--- src/rtl/muldiv_unit_with_lock.sv ---
// Lock-arbitrated iterative MIPS multiply/divide unit shared between SIC ports.
// Oldest issue ID wins the lock; the owner runs 32-iteration MULT/MULTU/DIV/DIVU ops.
module muldiv_unit_with_lock #(
  parameter int NUM_PORTS = 2,
  parameter int ID_WIDTH  = 16
) (
  input  logic                          clk,
  input  logic                          rst,
  input  logic [NUM_PORTS-1:0]          md_req,
  input  logic [NUM_PORTS*ID_WIDTH-1:0] md_issue_id,
  input  logic [NUM_PORTS-1:0]          md_release,
  input  logic [NUM_PORTS-1:0]          md_start,
  input  logic [NUM_PORTS*2-1:0]        md_op,
  input  logic [NUM_PORTS*32-1:0]       md_op_a,
  input  logic [NUM_PORTS*32-1:0]       md_op_b,
  output logic [NUM_PORTS-1:0]          md_grant,
  output logic [NUM_PORTS-1:0]          md_done,
  output logic [NUM_PORTS*32-1:0]       md_hi,
  output logic [NUM_PORTS*32-1:0]       md_lo
);

  localparam int OW = (NUM_PORTS > 1) ? $clog2(NUM_PORTS) : 1;

  typedef enum logic [1:0] {
    IDLE   = 2'd0,
    LOCKED = 2'd1,
    BUSY   = 2'd2,
    DONE   = 2'd3
  } state_t;

  state_t        state;
  logic [OW-1:0] owner;
  logic [1:0]    op_q;
  logic [31:0]   a_q;
  logic [31:0]   ma_q;
  logic [31:0]   mb_q;
  logic          a_neg_q;
  logic          b_neg_q;
  logic [31:0]   p_hi;
  logic [31:0]   p_lo;
  logic [5:0]    cnt;
  logic [31:0]   hi_q;
  logic [31:0]   lo_q;

  // Age arbitration: smallest issue ID wins, strict compare keeps the lowest index on ties.
  logic [OW-1:0]       arb_idx;
  logic [ID_WIDTH-1:0] best_id;
  logic                found;

  // NOTE: every variable in a combinational block gets a default first so no latch is inferred.
  always_comb begin
    arb_idx = '0;
    best_id = '0;
    found   = 1'b0;
    for (int i = 0; i < NUM_PORTS; i++) begin
      if (md_req[i] && (!found || md_issue_id[i*ID_WIDTH +: ID_WIDTH] < best_id)) begin
        found   = 1'b1;
        best_id = md_issue_id[i*ID_WIDTH +: ID_WIDTH];
        arb_idx = OW'(i);
      end
    end
  end

  // Owner-port view of the request interface.
  logic        own_start;
  logic        own_release;
  logic [1:0]  own_op;
  logic [31:0] own_a;
  logic [31:0] own_b;
  logic        own_a_neg;
  logic        own_b_neg;
  logic [31:0] own_ma;
  logic [31:0] own_mb;

  always_comb begin
    own_start   = md_start[owner];
    own_release = md_release[owner];
    own_op      = md_op[owner*2 +: 2];
    own_a       = md_op_a[owner*32 +: 32];
    own_b       = md_op_b[owner*32 +: 32];
    // op[0] == 0 selects the signed flavours (MULT, DIV).
    own_a_neg   = ~own_op[0] & own_a[31];
    own_b_neg   = ~own_op[0] & own_b[31];
    own_ma      = own_a_neg ? (32'd0 - own_a) : own_a;
    own_mb      = own_b_neg ? (32'd0 - own_b) : own_b;
  end

  // One shift-add multiply step on {p_hi, p_lo}; p_lo starts as the multiplier.
  logic [32:0] mul_sum;
  logic [63:0] mul_next;
  // One restoring divide step; p_lo starts as the dividend and collects quotient bits.
  logic [32:0] div_shift;
  logic [32:0] div_diff;
  logic        div_ge;
  logic [63:0] div_next;

  always_comb begin
    mul_sum   = {1'b0, p_hi} + (p_lo[0] ? {1'b0, ma_q} : 33'd0);
    mul_next  = {mul_sum, p_lo[31:1]};
    div_shift = {p_hi, p_lo[31]};
    div_diff  = div_shift - {1'b0, mb_q};
    div_ge    = (div_shift >= {1'b0, mb_q});
    div_next  = {(div_ge ? div_diff[31:0] : div_shift[31:0]), p_lo[30:0], div_ge};
  end

  // Sign fixup applied once the magnitudes are finished.
  logic        res_neg;
  logic [63:0] prod_fix;
  logic [31:0] quot_fix;
  logic [31:0] rem_fix;
  logic [31:0] fin_hi;
  logic [31:0] fin_lo;

  always_comb begin
    res_neg  = a_neg_q ^ b_neg_q;
    prod_fix = res_neg ? (64'd0 - {p_hi, p_lo}) : {p_hi, p_lo};
    quot_fix = res_neg ? (32'd0 - p_lo) : p_lo;
    rem_fix  = a_neg_q ? (32'd0 - p_hi) : p_hi;
    if (!op_q[1]) begin
      fin_hi = prod_fix[63:32];
      fin_lo = prod_fix[31:0];
    end else if (mb_q == 32'd0) begin
      fin_hi = a_q;
      fin_lo = 32'hFFFF_FFFF;
    end else begin
      fin_hi = rem_fix;
      fin_lo = quot_fix;
    end
  end

  // NOTE: sequential state uses non-blocking assignments so every register samples pre-edge values.
  always_ff @(posedge clk or posedge rst) begin
    // NOTE: datapath registers are reset too, so nothing stale can reach the result outputs.
    if (rst) begin
      state   <= IDLE;
      owner   <= '0;
      op_q    <= 2'd0;
      a_q     <= 32'd0;
      ma_q    <= 32'd0;
      mb_q    <= 32'd0;
      a_neg_q <= 1'b0;
      b_neg_q <= 1'b0;
      p_hi    <= 32'd0;
      p_lo    <= 32'd0;
      cnt     <= 6'd0;
      hi_q    <= 32'd0;
      lo_q    <= 32'd0;
    end else begin
      case (state)
        IDLE: begin
          if (found) begin
            owner <= arb_idx;
            state <= LOCKED;
          end
        end
        LOCKED, DONE: begin
          if (own_release) begin
            state <= IDLE;
          end else if (own_start) begin
            op_q    <= own_op;
            a_q     <= own_a;
            ma_q    <= own_ma;
            mb_q    <= own_mb;
            a_neg_q <= own_a_neg;
            b_neg_q <= own_b_neg;
            p_hi    <= 32'd0;
            p_lo    <= own_op[1] ? own_ma : own_mb;
            cnt     <= 6'd0;
            state   <= BUSY;
          end
        end
        BUSY: begin
          if (own_release) begin
            state <= IDLE;
          end else if (cnt == 6'd32) begin
            hi_q  <= fin_hi;
            lo_q  <= fin_lo;
            state <= DONE;
          end else begin
            {p_hi, p_lo} <= op_q[1] ? div_next : mul_next;
            cnt          <= cnt + 6'd1;
          end
        end
        default: state <= IDLE;
      endcase
    end
  end

  // Only the lock owner sees grant/done/results; everyone else reads zeros.
  always_comb begin
    md_grant = '0;
    md_done  = '0;
    md_hi    = '0;
    md_lo    = '0;
    if (state != IDLE) begin
      md_grant[owner]        = 1'b1;
      md_done[owner]         = (state == DONE);
      md_hi[owner*32 +: 32]  = hi_q;
      md_lo[owner*32 +: 32]  = lo_q;
    end
  end

endmodule

--- config.mk ---
export PLATFORM = sky130hd
export DESIGN_NAME = muldiv_unit_with_lock
export DESIGN_NICKNAME = d
export VERILOG_FILES = /design/src/rtl/muldiv_unit_with_lock.sv
export SDC_FILE = /design/constraint.sdc
export NUM_CORES = 1
export LEC_CHECK = 0
export BUFFER_PORTS_ARGS = -buffer_cell sky130_fd_sc_hd__buf_4
export CORE_UTILIZATION = 33
export DETAILED_ROUTE_END_ITERATION = 7
export RECOVER_POWER = 100
export SLEW_MARGIN = 20
export SYNTH_ARGS = -nofsm -noshare
export SYNTH_HDL_FRONTEND = slang
export SYNTH_SLANG_ARGS = --single-unit
--- constraint.sdc ---
create_clock -name clk -period 6.55 [get_ports clk]
set_clock_uncertainty 0.05 [all_clocks]
set_input_delay 0.3275 -clock clk [delete_from_list [all_inputs] [get_ports clk]]
set_output_delay 0.3275 -clock clk [all_outputs]
set_load 0.02 [all_outputs]
==> qor.csv, run 1 <==
stage,metric,value,unit
status,status,"complete, but fails checks",
status,failing checks,"DRC, capacitance limit, slew limit",
cells_and_area,Layout Utilization,0.395,
global_routing,largest net degree at the start of global routing,145,
cells_and_area,FF+latch area,5890,um^2
job,number of max-cap violations,7,
cells_and_area,Diodes inserted,0,
place,Placed Cells,3430,
logic_synthesis,"Distinct cells, synth",75,
cts,CTS max path bufs,3,
sta,minimum clock period after layout,5440,ps
routing,drt first-iter violations,1911,
place,dpl hpwl,61.1,mm
logic_synthesis,"Avg Cell Area, Syn",7.86,um^2
cells_and_area,area of the multi-input gates,12900,um^2
routing,wire per inst,22.1,um
sta,Setup Viol. Count Final,0,
logic_synthesis,Mapped Area,19700,um^2
global_routing,vias in the first global route,18500,
logic_synthesis,register area share after synthesis,0.299,
floorplanning,Chip Width,246,um
cts,Worst-path clk slew,60,ps
sta,Slew Limit Fails,489,
cts,CTS resizes,0,
logic_synthesis,Post-synth EDFFs,0,
routing,Detailed Route WL,77.0,mm
logic_synthesis,Synth area leader,dfrtp_1,
logic_synthesis,"flops & latches, synth",235,
routing,residual DRC count,2,
floorplanning,Chip Height,246,um
critical_path,Crit path required time,6960,ps
critical_path,WS Path Type,reg -> reg,
logic_synthesis,"Primary FF master, synth",dfrtp_1,
power_and_ir_drop,Max IR drop VDD,0.000261,V
global_routing,GRT Overall Usage,0.248,
critical_path,Worst Path Max Fanout,70,
routing,Detail Route Antenna Nets,0,
global_routing,initial antenna violation count,1,
logic_synthesis,Post-Synthesis Net Count,2760,
cts,Num CTS Buffers,28,
sta,RSZ-0062 raised after global routing,false,
sta,Tcrit/Tclk final,0.831,
floorplanning,die area,60600,um^2
cells_and_area,fin nets,2949,
sta,Rel. slew slack,-1.56,
logic_synthesis,Ys Warns,0,
sta,worst hold slack,52.8,ps
floorplanning,num ports,304,
place,GPL Wtd Cong,0.993,
cts,worst skew pair latency,570,ps
place,Post-DP Area,22500,um^2
logic_synthesis,Post-synth ARST share,1.00,
cells_and_area,share of layout cells above drive strength 1,0.138,
critical_path,Worst EP arrival,5850,ps
logic_synthesis,post-synth top area share,0.299,
worst_hold_path,HP Class,in -> reg,
cells_and_area,design area,23300,um^2
cts,Root Buffer,clkbuf_16,
sta,"Hold Vio Cnt, Final",0,
power_and_ir_drop,leak pwr,10.7,nW
power_and_ir_drop,PD cells,496,nW/um^2
cts,CTS tree,done,
global_routing,Congestion Overflow GR,0,
cts,clock tree sinks,235,
sta,worst slew pin tran,3840,ps
routing,total number of vias,19500,
cells_and_area,Layout area overhead,18.4,%
routing,DR pass1 iterations,7,
floorplanning,initial core utilization,0.334,
place,Place WS,1820,ps
power_and_ir_drop,Total Power,11.6,mW
sta,max frequency,0.184,GHz
global_routing,first-pass GRT wire length,114,mm
cts,H-tree depth,1,
sta,TNS Setup,0,ps
floorplanning,core box area,58900,um^2
critical_path,Setup crit start kind,flip-flop,
cells_and_area,fillers,5995,
routing,Vias/cell,5.59,
critical_path,Worst setup EP type,flip-flop,
floorplanning,# rows,89,
logic_synthesis,largest cells by area after synthesis,"dfrtp_1 30%, o21ai_0 7.0%, nand2_1 6.5%",
cells_and_area,post-route insts no fill,3483,
sta,Setup WS post-layout,1110,ps
place,count of input and output buffers,303,
logic_synthesis,Synth Instances,2501,
==> cells by family after synthesis <==
family                     after synthesis  share of synthesized area
adders and majority gates               87                     0.0561
and+or+nand+nor                        912                      0.225
muxes                                  134                     0.0686
DFF                                    235                      0.299
buffers and inverters                  232                     0.0460
AOI/OAI and AO/OA                      699                      0.215
xor gates and xnor gates               202                     0.0900
==> layer usage <==
metal | up-vias | part of all wire | GRT usage
li1 | 9220 | - | -
met1 | 9458 | 0.46 | 0.351
met2 | 721 | 0.45 | 0.397
met3 | 83 | 0.062 | 0.0289
met4 | 0 | 0.022 | 0.0616
met5 | - | 0 | 0
==> cells in the final DEF, fill, tap and decap left out, drive strengths merged, types with 59 or more instances in the layout <==
master,netlist,routed
ha,85,85
clkbuf,140,76
xnor2,115,115
dfrtp,235,235
buf,32,293
nand2,343,343
inv,60,59
mux2i,128,128
xor2,87,87
and2,169,169
nor2,167,167
a21oi,175,175
o21ai,274,274
==> cells in the mapped netlist, types with 29 or more instances <==
master / count
inv_1: 60
mux2i_1: 128
a21oi_1: 175
nor3_1: 51
nand3_1: 29
o21ai_0: 274
ha_1: 85
a21o_1: 37
and2_1: 168
nor2_1: 167
clkbuf_1: 140
xnor2_1: 115
dfrtp_1: 235
nand2_1: 343
xor2_1: 87
==> state kept, by name, summed over array words and instances, names as in the netlist, 2 cells and up <==
name / count
ma_q: 31
a_q: 32
state: 2
cnt: 6
lo_q: 32
hi_q: 32
p_lo: 32
mb_q: 32
p_hi: 32
==> timing repair <==
item,in CTS,in global routing
setup endpoints to repair,0,0
hold endpoints to repair,61,0
hold buffers,1,0
buffers inserted,0,0
==> worst max-delay path: stages (launching register included) <==
cell and delay [ps]:
dfrtp_4 960, mux2i_1 840, o21ai_4 80, buf_4 360, nor2_1 2130, nand3_1 570
o21ai_0 230
==> report_power, final <==
part	total [mW]	internal (mW)	switching (mW)
Clock	1.61	0.957	0.654
Sequential	2.80	1.91	0.885
Combinational	7.14	2.69	4.45
Total	11.6	5.56	5.99
==> final timing paths <==
| check | to | cells after the start | start | slack [ps] |
|---|---|---|---|---|
| max | mb_q[31]$_DFFE_PP0P_ | 6 | owner$_DFFE_PP0P_ | 1110 |
| min | state[0]$_DFFE_PP0P_ | 3 | md_req[1] | 50 |
| max reg2reg | mb_q[31]$_DFFE_PP0P_ | 6 | owner$_DFFE_PP0P_ | 1110 |
| min reg2reg | ma_q[15]$_DFFE_PP0P_ | 2 | ma_q[15]$_DFFE_PP0P_ | 420 |
| max in group asynchronous | owner$_DFFE_PP0P_ | 4 | rst | 1900 |
| min in group asynchronous | hi_q[27]$_DFFE_PP0P_ | 4 | rst | 1310 |
==> area by class of cell <==
type | count | share of cell area
Multi-Input combinational cell | 2034 | 0.555
Inverter | 60 | 0.00973
Sequential cell | 235 | 0.253
Clock inverter | 11 | 0.00581
Clock buffer | 39 | 0.0341
Timing Repair Buffer | 331 | 0.101
Tap cell | 773 | 0.0416
(Power assumes the default switching activity.)
==> run 2: changes to the inputs <==
ABC_AREA = 1   (was default)
clock period = 5.17 ns   (was 6.55 ns; I/O delays follow)
==> run 2 against run 1 <==
Compared with the run above: the run ends with capacitance limit, slew limit left; synthesized cell count is 55% higher; global-route usage is 3.4 points higher; first-iteration DRC count is 45% higher; register-to-register slack worse by 280 ps; sequential share of layout area is 3.1 points lower; design area is 14% higher; critical path type unchanged; critical endpoint is now p_lo[10]$_DFFE_PP0P_; largest power group unchanged.
==> qor.csv, run 2 <==
stage,metric,value,unit
routing,residual DRC count,0,
critical_path,worst r2r src,owner$_DFFE_PP0P_,
critical_path,reg2reg end,p_lo[10]$_DFFE_PP0P_,
cells_and_area,fin nets,4348,
sta,Tcrit/Tclk final,0.841,
sta,worst slew pin tran,2040,ps
critical_path,Worst path slowest cell,o21ai_0,
logic_synthesis,top-count cell post-synth,nand2_1,
cts,H-tree depth,1,
sta,max frequency,0.230,GHz
cts,worst skew pair latency,600,ps
logic_synthesis,Synth area leader,dfrtp_1,
critical_path,cell count of the worst reg-to-reg path,9,
cts,clock tree sinks,235,
job,number of max-cap violations,2,
floorplanning,num ports,304,
global_routing,GRT Overall Usage,0.282,
routing,total number of vias,26400,
place,GPL Wtd Cong,1.00,
status,failing checks,"capacitance limit, slew limit",
cts,Worst-path clk slew,60,ps
place,Place WS,1310,ps
routing,Vias/cell,5.23,
sta,RSZ-0062 raised after global routing,false,
logic_synthesis,Ys Warns,0,
critical_path,worst stage delay on the critical path,880,ps
status,status,"complete, but fails checks",
logic_synthesis,Mapped Area,23000,um^2
cts,# Post-CTS Setup Buffers,0,
worst_hold_path,Hold Path Sink,mb_q[0]$_DFFE_PP0P_,
routing,drt first-iter violations,2776,
global_routing,largest net degree at the start of global routing,149,
global_routing,vias in the first global route,24300,
floorplanning,die area,70700,um^2
cells_and_area,area of the multi-input gates,14400,um^2
logic_synthesis,largest cells by area after synthesis,"dfrtp_1 26%, nand2_1 18%, nor2_1 9.8%",
routing,Detailed Route WL,102,mm
critical_path,WS Path Type,reg -> reg,
sta,Setup Viol. Count Final,0,
floorplanning,core box area,68700,um^2
routing,wire per inst,20.2,um
cells_and_area,"most common cell after layout, fill and taps aside",nand2_1,
critical_path,Crit path required time,5590,ps
critical_path,Worst Path Max Fanout,73,
routing,Detail Route Antenna Nets,0,
cells_and_area,FF+latch area,5890,um^2
sta,TNS Setup,0,ps
critical_path,cell breakdown of the critical path,inv_6 > o21ai_0 > nand2_1 > inv_2 > o21ai_0 > xor2_1 > nand2_1 > nand3_1 > a21oi_1,
floorplanning,initial core utilization,0.334,
sta,Slew Limit Fails,97,
power_and_ir_drop,Max IR drop VDD,0.000393,V
place,dpl hpwl,82.0,mm
cts,CTS tree,done,
critical_path,Setup crit start kind,flip-flop,
critical_path,Worst setup EP type,flip-flop,
cells_and_area,most frequent cells in the layout,"1124 x nand2_1, 601 x nor2_1, 500 x inv_1",
floorplanning,Chip Width,266,um
logic_synthesis,Post-Synthesis Net Count,4132,
place,Placed Cells,4983,
logic_synthesis,"Primary FF master, synth",dfrtp_1,
cells_and_area,post-route insts no fill,5045,
cts,CTS max path bufs,3,
floorplanning,Chip Height,266,um
global_routing,first-pass GRT wire length,152,mm
logic_synthesis,"flops & latches, synth",235,
sta,Setup WS post-layout,824,ps
global_routing,Congestion Overflow GR,0,
cts,Root Buffer,clkbuf_16,
cts,Num CTS Buffers,29,
sta,"Hold Vio Cnt, Final",0,
logic_synthesis,Post-synth EDFFs,0,
logic_synthesis,"Distinct cells, synth",52,
critical_path,r2r setup slk,820,ps
logic_synthesis,register area share after synthesis,0.256,
worst_hold_path,worst hold start,md_op_b[0],
floorplanning,# rows,96,
routing,DR pass1 iterations,6,
power_and_ir_drop,leak pwr,13.5,nW
sta,worst hold slack,13.6,ps
worst_hold_path,Hold Path Stages,3,
logic_synthesis,Post-synth ARST share,1.00,
power_and_ir_drop,PD cells,699,nW/um^2
sta,Rel. slew slack,-0.357,
cells_and_area,fillers,7894,
global_routing,initial antenna violation count,2,
logic_synthesis,post-synth top area share,0.256,
logic_synthesis,Synth Instances,3873,
sta,minimum clock period after layout,4350,ps
worst_hold_path,HP Class,in -> reg,
logic_synthesis,"Avg Cell Area, Syn",5.93,um^2
place,count of input and output buffers,303,
logic_synthesis,Post-synth top cells,"1124 x nand2_1, 601 x nor2_1, 500 x inv_1, 260 x nand3_1, 245 x o21ai_0",
critical_path,Worst EP arrival,4770,ps
cells_and_area,share of layout cells above drive strength 1,0.0866,
cells_and_area,Layout area overhead,15.4,%
-- run 2: cell types whose count changed after synthesis, moves of 27 or more --
cell,before,now
a21o_1,37,10
and2_1,168,1
buf_2,12,41
clkbuf_1,140,78
inv_1,60,500
mux2i_1,128,0
nand2_1,343,1124
nand3_1,29,260
nor2_1,167,601
o21ai_0,274,245
xnor2_1,115,18
-- run 2: logic make-up (layout without fill, tap and decap cells) --
logic type	Yosys count	after routing	share of synthesized area
xor+xnor	99	99	0.0377
other cells	0	2	0
flops	235	235	0.256
fa+ha+maj	87	87	0.0480
buf+inv	669	908	0.119
simple gates	2168	2168	0.391
compound gates	615	615	0.149
-- run 2: through the flow --
stage | utilization | cell area [um^2] | total power [mW]
2_1_floorplan | - | 23000 | 11.7
3_3_place_gp | 0.377 | 25900 | 16.5
3_5_place_dp | 0.377 | 25900 | 16.4
4_1_cts | 0.393 | 27000 | 18.7
5_1_grt | 0.386 | 26500 | 19.8
6_report | 0.386 | 26500 | 18.5
-- run 2: power by group --
| group | switching [mW] | internal [mW] | total [mW] |
|---|---|---|---|
| combinational | 9.21 | 3.55 | 12.8 |
| sequential | 1.05 | 2.49 | 3.53 |
| clock | 0.920 | 1.32 | 2.24 |
| total | 11.2 | 7.36 | 18.5 |
-- run 2: worst max-delay path: cells and delay by family (launching register included) --
kind,cells,cell delay (ps)
DFF,1,660
AOI/OAI and AO/OA,3,1200
and+or+nand+nor,3,820
xor gates and xnor gates,1,520
buffers and inverters,2,950
-- run 2: final cells by class --
| type | count | share of cell area |
|---|---|---|
| Clock buffer | 35 | 0.0305 |
| Inverter | 517 | 0.0735 |
| Timing Repair Buffer | 337 | 0.0785 |
| Antenna cell | 2 | 0.000189 |
| Sequential cell | 235 | 0.222 |
| Tap cell | 931 | 0.0440 |
| Clock inverter | 19 | 0.00892 |
| Multi-Input combinational cell | 2969 | 0.542 |
-- run 2: what timing repair did --
| action | CTS | global route |
|---|---|---|
| resized for setup | 0 | 0 |
| hold endpoints to repair | 64 | 0 |
| hold buffers | 6 | 0 |
-- run 2: metal layers --
layer	up-vias	part of all wire	track usage
met5	-	0.00013	0
met4	2	0.043	0.112
met3	178	0.081	0.0502
met2	1152	0.42	0.422
met1	12300	0.45	0.398
li1	12800	-	-
-- run 2: worst max-delay path by stage --
stage | start | end | cells past startpoint
2_1_floorplan | rst | a_neg_q$_DFFE_PP0P_ | 1
3_3_place_gp | owner$_DFFE_PP0P_ | p_lo[10]$_DFFE_PP0P_ | 9
3_5_place_dp | p_lo[0]$_DFFE_PP0P_ | p_hi[29]$_DFFE_PP0P_ | 17
4_1_cts | p_lo[0]$_DFFE_PP0P_ | p_hi[29]$_DFFE_PP0P_ | 17
5_1_grt | state[0]$_DFFE_PP0P_ | lo_q[14]$_DFFE_PP0P_ | 12
6_report | owner$_DFFE_PP0P_ | p_lo[10]$_DFFE_PP0P_ | 9
